## config.mk

```make
export PLATFORM = sky130hd
export DESIGN_NAME = bsmodmul_sched_flat
export DESIGN_NICKNAME = d
export VERILOG_FILES = /design/src/rtl/bsmodmul_sched_if.sv /design/src/rtl/bsmodmul_sched.sv /design/src/flat_wrapper.sv
export SDC_FILE = /design/constraint.sdc
export NUM_CORES = 1
export LEC_CHECK = 0
export ABC_CLOCK_PERIOD_IN_PS = 2400
export CORE_ASPECT_RATIO = 0.7
export CORE_UTILIZATION = 40
export CTS_CLUSTER_DIAMETER = 150
export CTS_CLUSTER_SIZE = 10
export DETAILED_ROUTE_END_ITERATION = 10
export PLACE_DENSITY = 0.68
export SLEW_MARGIN = 20
export SYNTH_ARGS = -nofsm -noshare
export SYNTH_HDL_FRONTEND = slang
export SYNTH_SLANG_ARGS = --single-unit
```

## constraint.sdc

```tcl
create_clock -name clk -period 2.4 [get_ports clk]
set_input_delay 0.48 -clock clk [delete_from_list [all_inputs] [get_ports clk]]
set_output_delay 0.48 -clock clk [all_outputs]
set_load 0.005 [all_outputs]
```

## src/rtl/bsmodmul_sched_if.sv

```systemverilog
`default_nettype none
// ============================================================================
// Module : bsmodmul_sched_if
// Brief  : Requester handshake and bit-serial multiplier signals of bsmodmul_sched
// Rev    : 1.0
// ============================================================================
interface bsmodmul_sched_if #(
  parameter int LEN = 24
);
  logic [1:0]       req_valid;
  logic [1:0]       req_ready;
  logic [2*LEN-1:0] req_a;
  logic [2*LEN-1:0] req_b;
  logic [1:0]       rsp_valid;
  logic [1:0]       rsp_ready;
  logic [LEN-1:0]   rsp_q;
  logic             rsp_err;
  logic             mm_a;
  logic [LEN-1:0]   mm_b;
  logic             mm_isync;
  logic             mm_q;
  logic             mm_osync;

  // master: requesters plus multiplier side; slave: the scheduler itself
  modport master (
    output req_valid, req_a, req_b, rsp_ready, mm_q, mm_osync,
    input  req_ready, rsp_valid, rsp_q, rsp_err, mm_a, mm_b, mm_isync
  );

  modport slave (
    input  req_valid, req_a, req_b, rsp_ready, mm_q, mm_osync,
    output req_ready, rsp_valid, rsp_q, rsp_err, mm_a, mm_b, mm_isync
  );
endinterface
`default_nettype wire

```

## src/rtl/bsmodmul_sched.sv

```systemverilog
`default_nettype none
// ============================================================================
// Module : bsmodmul_sched
// Brief  : Round-robin scheduler sharing one bit-serial modular multiplier
// Rev    : 1.0
// ============================================================================
module bsmodmul_sched #(
  parameter int LEN     = 24,
  parameter int TIMEOUT = 256
) (
  input  wire logic         clk,
  input  wire logic         reset,
  bsmodmul_sched_if.slave   bus
);

  localparam int                c_CW       = (LEN > 1) ? $clog2(LEN) : 1;
  localparam logic [c_CW-1:0]   c_CNT_LAST = c_CW'(LEN - 1);
  localparam logic [15:0]       c_T_LAST   = 16'(TIMEOUT - 1);

  typedef enum logic [2:0] {
    S_IDLE = 3'd0,
    S_SEND = 3'd1,
    S_WAIT = 3'd2,
    S_RECV = 3'd3,
    S_DONE = 3'd4
  } state_t;

  state_t           r_state,     w_state_nxt;
  logic             r_last,      w_last_nxt;
  logic [c_CW-1:0]  r_cnt,       w_cnt_nxt;
  logic [15:0]      r_tcnt,      w_tcnt_nxt;
  logic [LEN-1:0]   r_sh,        w_sh_nxt;
  logic [LEN-1:0]   r_res,       w_res_nxt;
  logic [1:0]       r_req_ready, w_req_ready_nxt;
  logic [1:0]       r_rsp_valid, w_rsp_valid_nxt;
  logic [LEN-1:0]   r_rsp_q,     w_rsp_q_nxt;
  logic             r_rsp_err,   w_rsp_err_nxt;
  logic             r_mm_a,      w_mm_a_nxt;
  logic [LEN-1:0]   r_mm_b,      w_mm_b_nxt;
  logic             r_mm_isync,  w_mm_isync_nxt;

  logic             w_gnt;
  logic [LEN-1:0]   w_sel_a;
  logic [LEN-1:0]   w_sel_b;
  logic [1:0]       w_last_oh;
  logic [LEN-1:0]   w_res_shift;

  // On contention the requester that was not served last wins
  assign w_gnt       = (bus.req_valid == 2'b11) ? ~r_last : bus.req_valid[1];
  assign w_sel_a     = w_gnt ? bus.req_a[2*LEN-1:LEN] : bus.req_a[LEN-1:0];
  assign w_sel_b     = w_gnt ? bus.req_b[2*LEN-1:LEN] : bus.req_b[LEN-1:0];
  assign w_last_oh   = r_last ? 2'b10 : 2'b01;
  assign w_res_shift = {bus.mm_q, r_res[LEN-1:1]};

  always_ff @(posedge clk or negedge reset) begin
    if (!reset) begin
      r_state     <= S_IDLE;
      r_last      <= 1'b1;
      r_cnt       <= '0;
      r_tcnt      <= '0;
      r_sh        <= '0;
      r_res       <= '0;
      r_req_ready <= '0;
      r_rsp_valid <= '0;
      r_rsp_q     <= '0;
      r_rsp_err   <= 1'b0;
      r_mm_a      <= 1'b0;
      r_mm_b      <= '0;
      r_mm_isync  <= 1'b0;
    end else begin
      r_state     <= w_state_nxt;
      r_last      <= w_last_nxt;
      r_cnt       <= w_cnt_nxt;
      r_tcnt      <= w_tcnt_nxt;
      r_sh        <= w_sh_nxt;
      r_res       <= w_res_nxt;
      r_req_ready <= w_req_ready_nxt;
      r_rsp_valid <= w_rsp_valid_nxt;
      r_rsp_q     <= w_rsp_q_nxt;
      r_rsp_err   <= w_rsp_err_nxt;
      r_mm_a      <= w_mm_a_nxt;
      r_mm_b      <= w_mm_b_nxt;
      r_mm_isync  <= w_mm_isync_nxt;
    end
  end

  always_comb begin
    w_state_nxt     = r_state;
    w_last_nxt      = r_last;
    w_cnt_nxt       = r_cnt;
    w_tcnt_nxt      = r_tcnt;
    w_sh_nxt        = r_sh;
    w_res_nxt       = r_res;
    w_req_ready_nxt = 2'b00;
    w_rsp_valid_nxt = r_rsp_valid;
    w_rsp_q_nxt     = r_rsp_q;
    w_rsp_err_nxt   = r_rsp_err;
    w_mm_a_nxt      = 1'b0;
    w_mm_b_nxt      = r_mm_b;
    w_mm_isync_nxt  = 1'b0;
    case (r_state)
      S_IDLE: begin
        // Bit 0 and isync are preloaded so SEND cycle k presents a[k]
        if (|bus.req_valid) begin
          w_state_nxt     = S_SEND;
          w_last_nxt      = w_gnt;
          w_req_ready_nxt = w_gnt ? 2'b10 : 2'b01;
          w_sh_nxt        = w_sel_a >> 1;
          w_mm_a_nxt      = w_sel_a[0];
          w_mm_b_nxt      = w_sel_b;
          w_mm_isync_nxt  = 1'b1;
          w_cnt_nxt       = '0;
        end
      end
      S_SEND: begin
        if (r_cnt == c_CNT_LAST) begin
          w_state_nxt = S_WAIT;
          w_tcnt_nxt  = '0;
        end else begin
          w_mm_a_nxt = r_sh[0];
          w_sh_nxt   = r_sh >> 1;
          w_cnt_nxt  = r_cnt + c_CW'(1);
        end
      end
      S_WAIT: begin
        w_tcnt_nxt = r_tcnt + 16'd1;
        if (bus.mm_osync) begin
          w_res_nxt   = {bus.mm_q, {(LEN-1){1'b0}}};
          w_cnt_nxt   = c_CW'(1);
          w_state_nxt = S_RECV;
        end else if (r_tcnt == c_T_LAST) begin
          w_state_nxt     = S_DONE;
          w_rsp_q_nxt     = '0;
          w_rsp_err_nxt   = 1'b1;
          w_rsp_valid_nxt = w_last_oh;
        end
      end
      S_RECV: begin
        w_res_nxt = w_res_shift;
        if (r_cnt == c_CNT_LAST) begin
          w_state_nxt     = S_DONE;
          w_rsp_q_nxt     = w_res_shift;
          w_rsp_err_nxt   = 1'b0;
          w_rsp_valid_nxt = w_last_oh;
        end else begin
          w_cnt_nxt = r_cnt + c_CW'(1);
        end
      end
      S_DONE: begin
        if (bus.rsp_ready[r_last]) begin
          w_state_nxt     = S_IDLE;
          w_rsp_valid_nxt = 2'b00;
        end
      end
      default: w_state_nxt = S_IDLE;
    endcase
  end

  assign bus.req_ready = r_req_ready;
  assign bus.rsp_valid = r_rsp_valid;
  assign bus.rsp_q     = r_rsp_q;
  assign bus.rsp_err   = r_rsp_err;
  assign bus.mm_a      = r_mm_a;
  assign bus.mm_b      = r_mm_b;
  assign bus.mm_isync  = r_mm_isync;

endmodule
`default_nettype wire
```

## src/flat_wrapper.sv

```systemverilog
// flat-port wrapper written by rule: the top's interface ports become plain ports
module bsmodmul_sched_flat 
#(
  parameter int LEN     = 24,
  parameter int TIMEOUT = 256
)
  (clk, reset, bus_req_valid, bus_req_a, bus_req_b, bus_rsp_ready, bus_mm_q, bus_mm_osync, bus_req_ready, bus_rsp_valid, bus_rsp_q, bus_rsp_err, bus_mm_a, bus_mm_b, bus_mm_isync);
  bsmodmul_sched_if #(.LEN(LEN)) bus_i ();
  input  wire logic clk;
  input  wire logic reset;
  input wire logic [$bits(bus_i.req_valid)-1:0] bus_req_valid;
  input wire logic [$bits(bus_i.req_a)-1:0] bus_req_a;
  input wire logic [$bits(bus_i.req_b)-1:0] bus_req_b;
  input wire logic [$bits(bus_i.rsp_ready)-1:0] bus_rsp_ready;
  input wire logic [$bits(bus_i.mm_q)-1:0] bus_mm_q;
  input wire logic [$bits(bus_i.mm_osync)-1:0] bus_mm_osync;
  output wire logic [$bits(bus_i.req_ready)-1:0] bus_req_ready;
  output wire logic [$bits(bus_i.rsp_valid)-1:0] bus_rsp_valid;
  output wire logic [$bits(bus_i.rsp_q)-1:0] bus_rsp_q;
  output wire logic [$bits(bus_i.rsp_err)-1:0] bus_rsp_err;
  output wire logic [$bits(bus_i.mm_a)-1:0] bus_mm_a;
  output wire logic [$bits(bus_i.mm_b)-1:0] bus_mm_b;
  output wire logic [$bits(bus_i.mm_isync)-1:0] bus_mm_isync;
  assign bus_i.req_valid = bus_req_valid;
  assign bus_i.req_a = bus_req_a;
  assign bus_i.req_b = bus_req_b;
  assign bus_i.rsp_ready = bus_rsp_ready;
  assign bus_i.mm_q = bus_mm_q;
  assign bus_i.mm_osync = bus_mm_osync;
  assign bus_req_ready = bus_i.req_ready;
  assign bus_rsp_valid = bus_i.rsp_valid;
  assign bus_rsp_q = bus_i.rsp_q;
  assign bus_rsp_err = bus_i.rsp_err;
  assign bus_mm_a = bus_i.mm_a;
  assign bus_mm_b = bus_i.mm_b;
  assign bus_mm_isync = bus_i.mm_isync;
  bsmodmul_sched #(.LEN(LEN), .TIMEOUT(TIMEOUT)) u_core (.clk(clk), .reset(reset), .bus(bus_i));
endmodule
```

Word-level counts from Yosys, hierarchy flattened
Index checks and enable logic that the tools add are counted.

Memory bits (read-only): 0. Output and inout port bits: 55. Memories kept: 0. Bits in latches: 0. Bits in registers: 128. Bits of input ports: 104. Logic and storage cells: 95. Bits in writable memories: 0.

Add/subtract/negate cells: 2. Shift-type cells: 0. Order comparisons: 1. Multiply operators: 0. Divide/modulo/power cells: 0. Bitwise logic cells: 1. Reductions and logical operators: 16. Muxes and demuxes: 45. Equal/unequal tests: 17.

Operator list (number): $mux 24 (8); $pmux 24 s2 (3); $pmux 16 s2 (1); $mux 3 (6); $add 16x1->16 const B (1); $eq 16x8->1 const B (1); $mux 16 (1); $mux 2 (8); $mux 5 (3); $pmux 3 s5 (1); $pmux 5 s3 (1); $mux 1 (10); $ne 2x1->1 const B (5); $reduce_and 5->1 (2); $ne 2x2->1 const B (4); $reduce_and 4->1 (2); $eq 3x2->1 const B (2); $pmux 2 s3 (1); $reduce_and 2->1 (3); $reduce_bool 2->1 (3); $reduce_bool 3->1 (2); $add 5x1->5 const B (1); $eq 5x5->1 const B (1); $pmux 1 s2 (2); other kinds (9) (10).

Logic depth before layout (Yosys ltp)
Depth in word-level cells: 5. Gate-level depth with buffers: 8. Gate-level depth less buffers: 6.

Least setup slack after synthesis
Ideal clock, no wire load.

Path kind: reg2reg. Start point: register u_core.r_tcnt[0]. End point: register u_core.r_rsp_q[1], in the netlist u_core.bus.rsp_q[1]. Path buffers: 1. Data required time: 2275 ps. Path slack: 521 ps. Setup time: 125 ps. Cell stages (with the launch flop): 8. Clock period less this slack: 1879 ps. Arrival: 1754 ps. Cells stage by stage: dfrtp_1 ha_1 nand2_1 nor3_4 and3_2 o21a_4 buf_12 mux2_4.

Cells in the longest elaborated chain, start to end: 3.

Ends and longest elaborated chain: start: declaration (line bsmodmul_sched.sv:31) `logic [15:0] r_tcnt, w_tcnt_nxt;`; start signal: assignment (line bsmodmul_sched.sv:74) `r_tcnt <= w_tcnt_nxt;`; $eq 16x8->1 (line bsmodmul_sched.sv:131) `end else if (r_tcnt == c_T_LAST) begin`; $ne 2x1->1 (no source line); $reduce_and 4->1 (no source line); end signal: assignment (line bsmodmul_sched.sv:79) `r_rsp_q <= w_rsp_q_nxt;`; end: declaration (line bsmodmul_sched.sv:36) `logic [LEN-1:0] r_rsp_q, w_rsp_q_nxt;`.

Every way passes these cells. A chain may end at the register's enable or synchronous reset.

Worst setup path in the final report
Start point: register u_core.r_tcnt[0]. End point: register u_core.r_rsp_q[21], in the netlist u_core.bus.rsp_q[21].

The elaborated chain is that of the path after synthesis.

==> impl_metrics.env <==
export IMPL_routed_wl_mm=14.0
export IMPL_r2r_cells=6
export IMPL_startpoint_type="flop"
export IMPL_die_h_um=104
export IMPL_io_pins=159
export IMPL_insertion_delay_ns=0.41
export IMPL_rsz0062_at_grt="false"
export IMPL_wl_per_cell_um=15.0
export IMPL_core_area_um2=14100
export IMPL_cts_sinks=126
export IMPL_ys_flop_type="dfrtp_1"
export IMPL_initial_utilization=0.418
export IMPL_clk_pin_slew_ns=0.06
export IMPL_seq_area_um2=3150
export IMPL_drive_gt1_frac=0.114
export IMPL_die_area_um2=15300
export IMPL_hold_violations=0
export IMPL_row_count=36
export IMPL_final_nets=836
export IMPL_cts_buffers=17
export IMPL_hpwl_mm=10.0
export IMPL_r2r_slack_ns=0.27
export IMPL_cts_root_buf="clkbuf_16"
export IMPL_final_area_um2=8390
export IMPL_ys_ff_latch=126
export IMPL_grt_first_pass_wirelength_mm=23.6
export IMPL_cts_tree="built"
export IMPL_setup_viol=0
export IMPL_reg2reg_from="u_core.r_tcnt[0]"
export IMPL_place_gp_congestion=0.782
export IMPL_vias_per_cell=5.12
export IMPL_pwr_density_cell_nw_per_um2=1150
export IMPL_drtIter0Drc=231
export IMPL_synthDistinctLibCells=57
export IMPL_outcome="finished clean"
export IMPL_rr_endpoint="u_core.bus.rsp_q[21]"
export IMPL_ir_drop_mv=0.568
export IMPL_yosysSeqAreaShare=0.534
export IMPL_syn2layout_area_growth_pct=41.9
export IMPL_die_width_um=147
export IMPL_gr_usage_all_layers=0.194
export IMPL_cts_htree_levels=4
export IMPL_fill_cells=1176
export IMPL_max_freq_ghz=0.470
export IMPL_dr_total_vias=4778
export IMPL_setup_slack_ns=0.274
export IMPL_synth_nets=673
export IMPL_antenna_left=0
export IMPL_route_detailed_drc=0
export IMPL_worstHoldPathType="in -> async"
export IMPL_critPathArrivalTime_ns=2.42
export IMPL_fin_skew_ns=0.00874
export IMPL_end_kind="flop"
export IMPL_worstPathRequired_ns=2.70
export IMPL_cts_setup_buffers=0
export IMPL_post_synth_cell_area_avg_um2=10.4
export IMPL_path_class="reg -> reg"
export IMPL_clock_tree_buffer_depth=2
export IMPL_place_area_um2=7820
export IMPL_grt_max_degree=52
export IMPL_synth_edf_count=0
export IMPL_yosys_warnings=0
export IMPL_leakagePower_nw=3.82
export IMPL_fin_crit_ns=2.13
export IMPL_async_reset_ff_frac=1.00
export IMPL_multi_input_area_um2=2530
export IMPL_drv_cap=0
export IMPL_port_buffers=158
export IMPL_grt_pass1_vias=4864
export IMPL_synthesis_area_um2=5910
export IMPL_tightest_slew_ns=0.755
export IMPL_tns_ns=0
export IMPL_antenna_cells=0
export IMPL_worstPathMaxFanout=24
export IMPL_slew_violations=0
export IMPL_ctsResizeCount=0
export IMPL_max_slew_margin=0.495
export IMPL_ctsHoldBuffers=0
export IMPL_antenna_found_initial=1
export IMPL_dp_worst_setup_slack_ns=0.119
export IMPL_grt_ovfl_total=0
export IMPL_fin_crit_sh=0.886
export IMPL_synthCells=567
export IMPL_firstDrtPassIters=4
## sequential cells by signal, indices dropped and copies added (netlist names)
register              count
u_core.r_cnt              5
u_core.r_sh              23
u_core.r_res             23
u_core.r_tcnt            16
u_core.bus.mm_isync       1
u_core.r_last             1
u_core.bus.mm_b          24
u_core.r_state            3
u_core.bus.rsp_q         24
u_core.bus.rsp_valid      2
u_core.bus.req_ready      2
u_core.bus.rsp_err        1
u_core.bus.mm_a           1
## report_power, final
group | total [mW] | internal [mW] | switching [mW]
combinational | 3.74 | 1.97 | 1.77
clock | 2.45 | 1.37 | 1.07
sequential | 3.47 | 2.94 | 0.539
total | 9.67 | 6.29 | 3.38
## critical path: stages (launching register included)
cell and delay, ns:
dfrtp_1 0.39, ha_1 0.27, nand2_1 0.15, nor3_4 0.21
and3_2 0.26, o21a_4 0.35, mux2_2 0.37
## synthesized netlist by cell type, drive strengths merged (3+ instances only)
master / number / share of area
nand2b: 3 / 0.0032
mux2i: 55 / 0.093
dfrtp: 125 / 0.53
inv: 14 / 0.0089
clkbuf: 19 / 0.012
nor2b: 3 / 0.0032
nand2: 39 / 0.025
mux2: 14 / 0.032
nor2: 59 / 0.038
nor4: 3 / 0.0042
nand3: 10 / 0.0093
nor3: 5 / 0.0061
o21a: 3 / 0.0051
a21o: 13 / 0.017
and3: 3 / 0.0034
nand4: 14 / 0.015
a31oi: 3 / 0.0032
a22o: 16 / 0.024
buf: 19 / 0.022
a21oi: 56 / 0.047
and2: 13 / 0.014
o21ai: 52 / 0.044
## layer usage
metal  track usage  vias up  share of wire
met1         0.252     2289           0.46
met3        0.0515       14          0.060
met2         0.316      146           0.47
met4        0.0574        2         0.0089
li1              -     2327              -
met5             0        -        0.00093
## final cells by class
| cell class | count | area share |
|---|---|---|
| clock buffers | 17 | 0.0507 |
| clock inverters | 15 | 0.0169 |
| inverters | 14 | 0.00627 |
| multi-input cells | 389 | 0.301 |
| flip-flops and latches | 126 | 0.376 |
| well taps | 190 | 0.0283 |
| repair buffers | 182 | 0.220 |
## cells by family after synthesis
family / count (synthesis) / share of synthesized area
AOI/OAI and AO/OA: 155 / 0.156
and+or+nand+nor: 161 / 0.135
xor gates and xnor gates: 2 / 0.00297
DFF: 126 / 0.534
muxes: 69 / 0.125
buffers and inverters: 52 / 0.0432
adders and majority gates: 2 / 0.00423
## worst max path at each step
stage                     startpoint              endpoint  slack, ns  cells after the start
floorplan           u_core.r_tcnt[0]   u_core.bus.rsp_q[1]       0.52                      7
global placement    bus_req_valid[1]        u_core.r_sh[0]       0.16                      7
detailed placement  bus_req_valid[1]        u_core.r_sh[0]       0.12                      7
CTS                 u_core.r_tcnt[0]  u_core.bus.rsp_q[21]       0.28                      6
global route        u_core.r_tcnt[0]  u_core.bus.rsp_q[21]       0.14                      6
finish              u_core.r_tcnt[0]  u_core.bus.rsp_q[21]       0.27                      6
## metrics by stage
step           total power [mW]  cells   util  hold slack (ns)
2_1_floorplan              5.54    567      -            0.184
3_3_place_gp               7.12    901  0.553            0.450
3_5_place_dp               7.26    901  0.553            0.457
4_1_cts                    9.75    933  0.593           0.0371
5_1_grt                    10.4    933  0.593           0.0546
6_report                   9.67    933  0.593           0.0306
## layout by cell type (no fill, tap or decap), types with 4 or more instances in the layout
cell and instances:
a21o_1 13, a21oi_1 55, a22o_1 16, and2_1 12
buf_12 7, buf_4 18, clkbuf_16 17, clkdlybuf4s50_1 157
dfrtp_1 125, inv_1 14, inv_6 5, inv_8 5
mux2_2 6, mux2_4 8, mux2i_1 55, nand2_1 39
nand3_1 9, nand4_1 14, nor2_1 58, nor3_1 4
o21ai_0 40, o21ai_1 12
No activity file was read; power rests on OpenSTA's default activity.
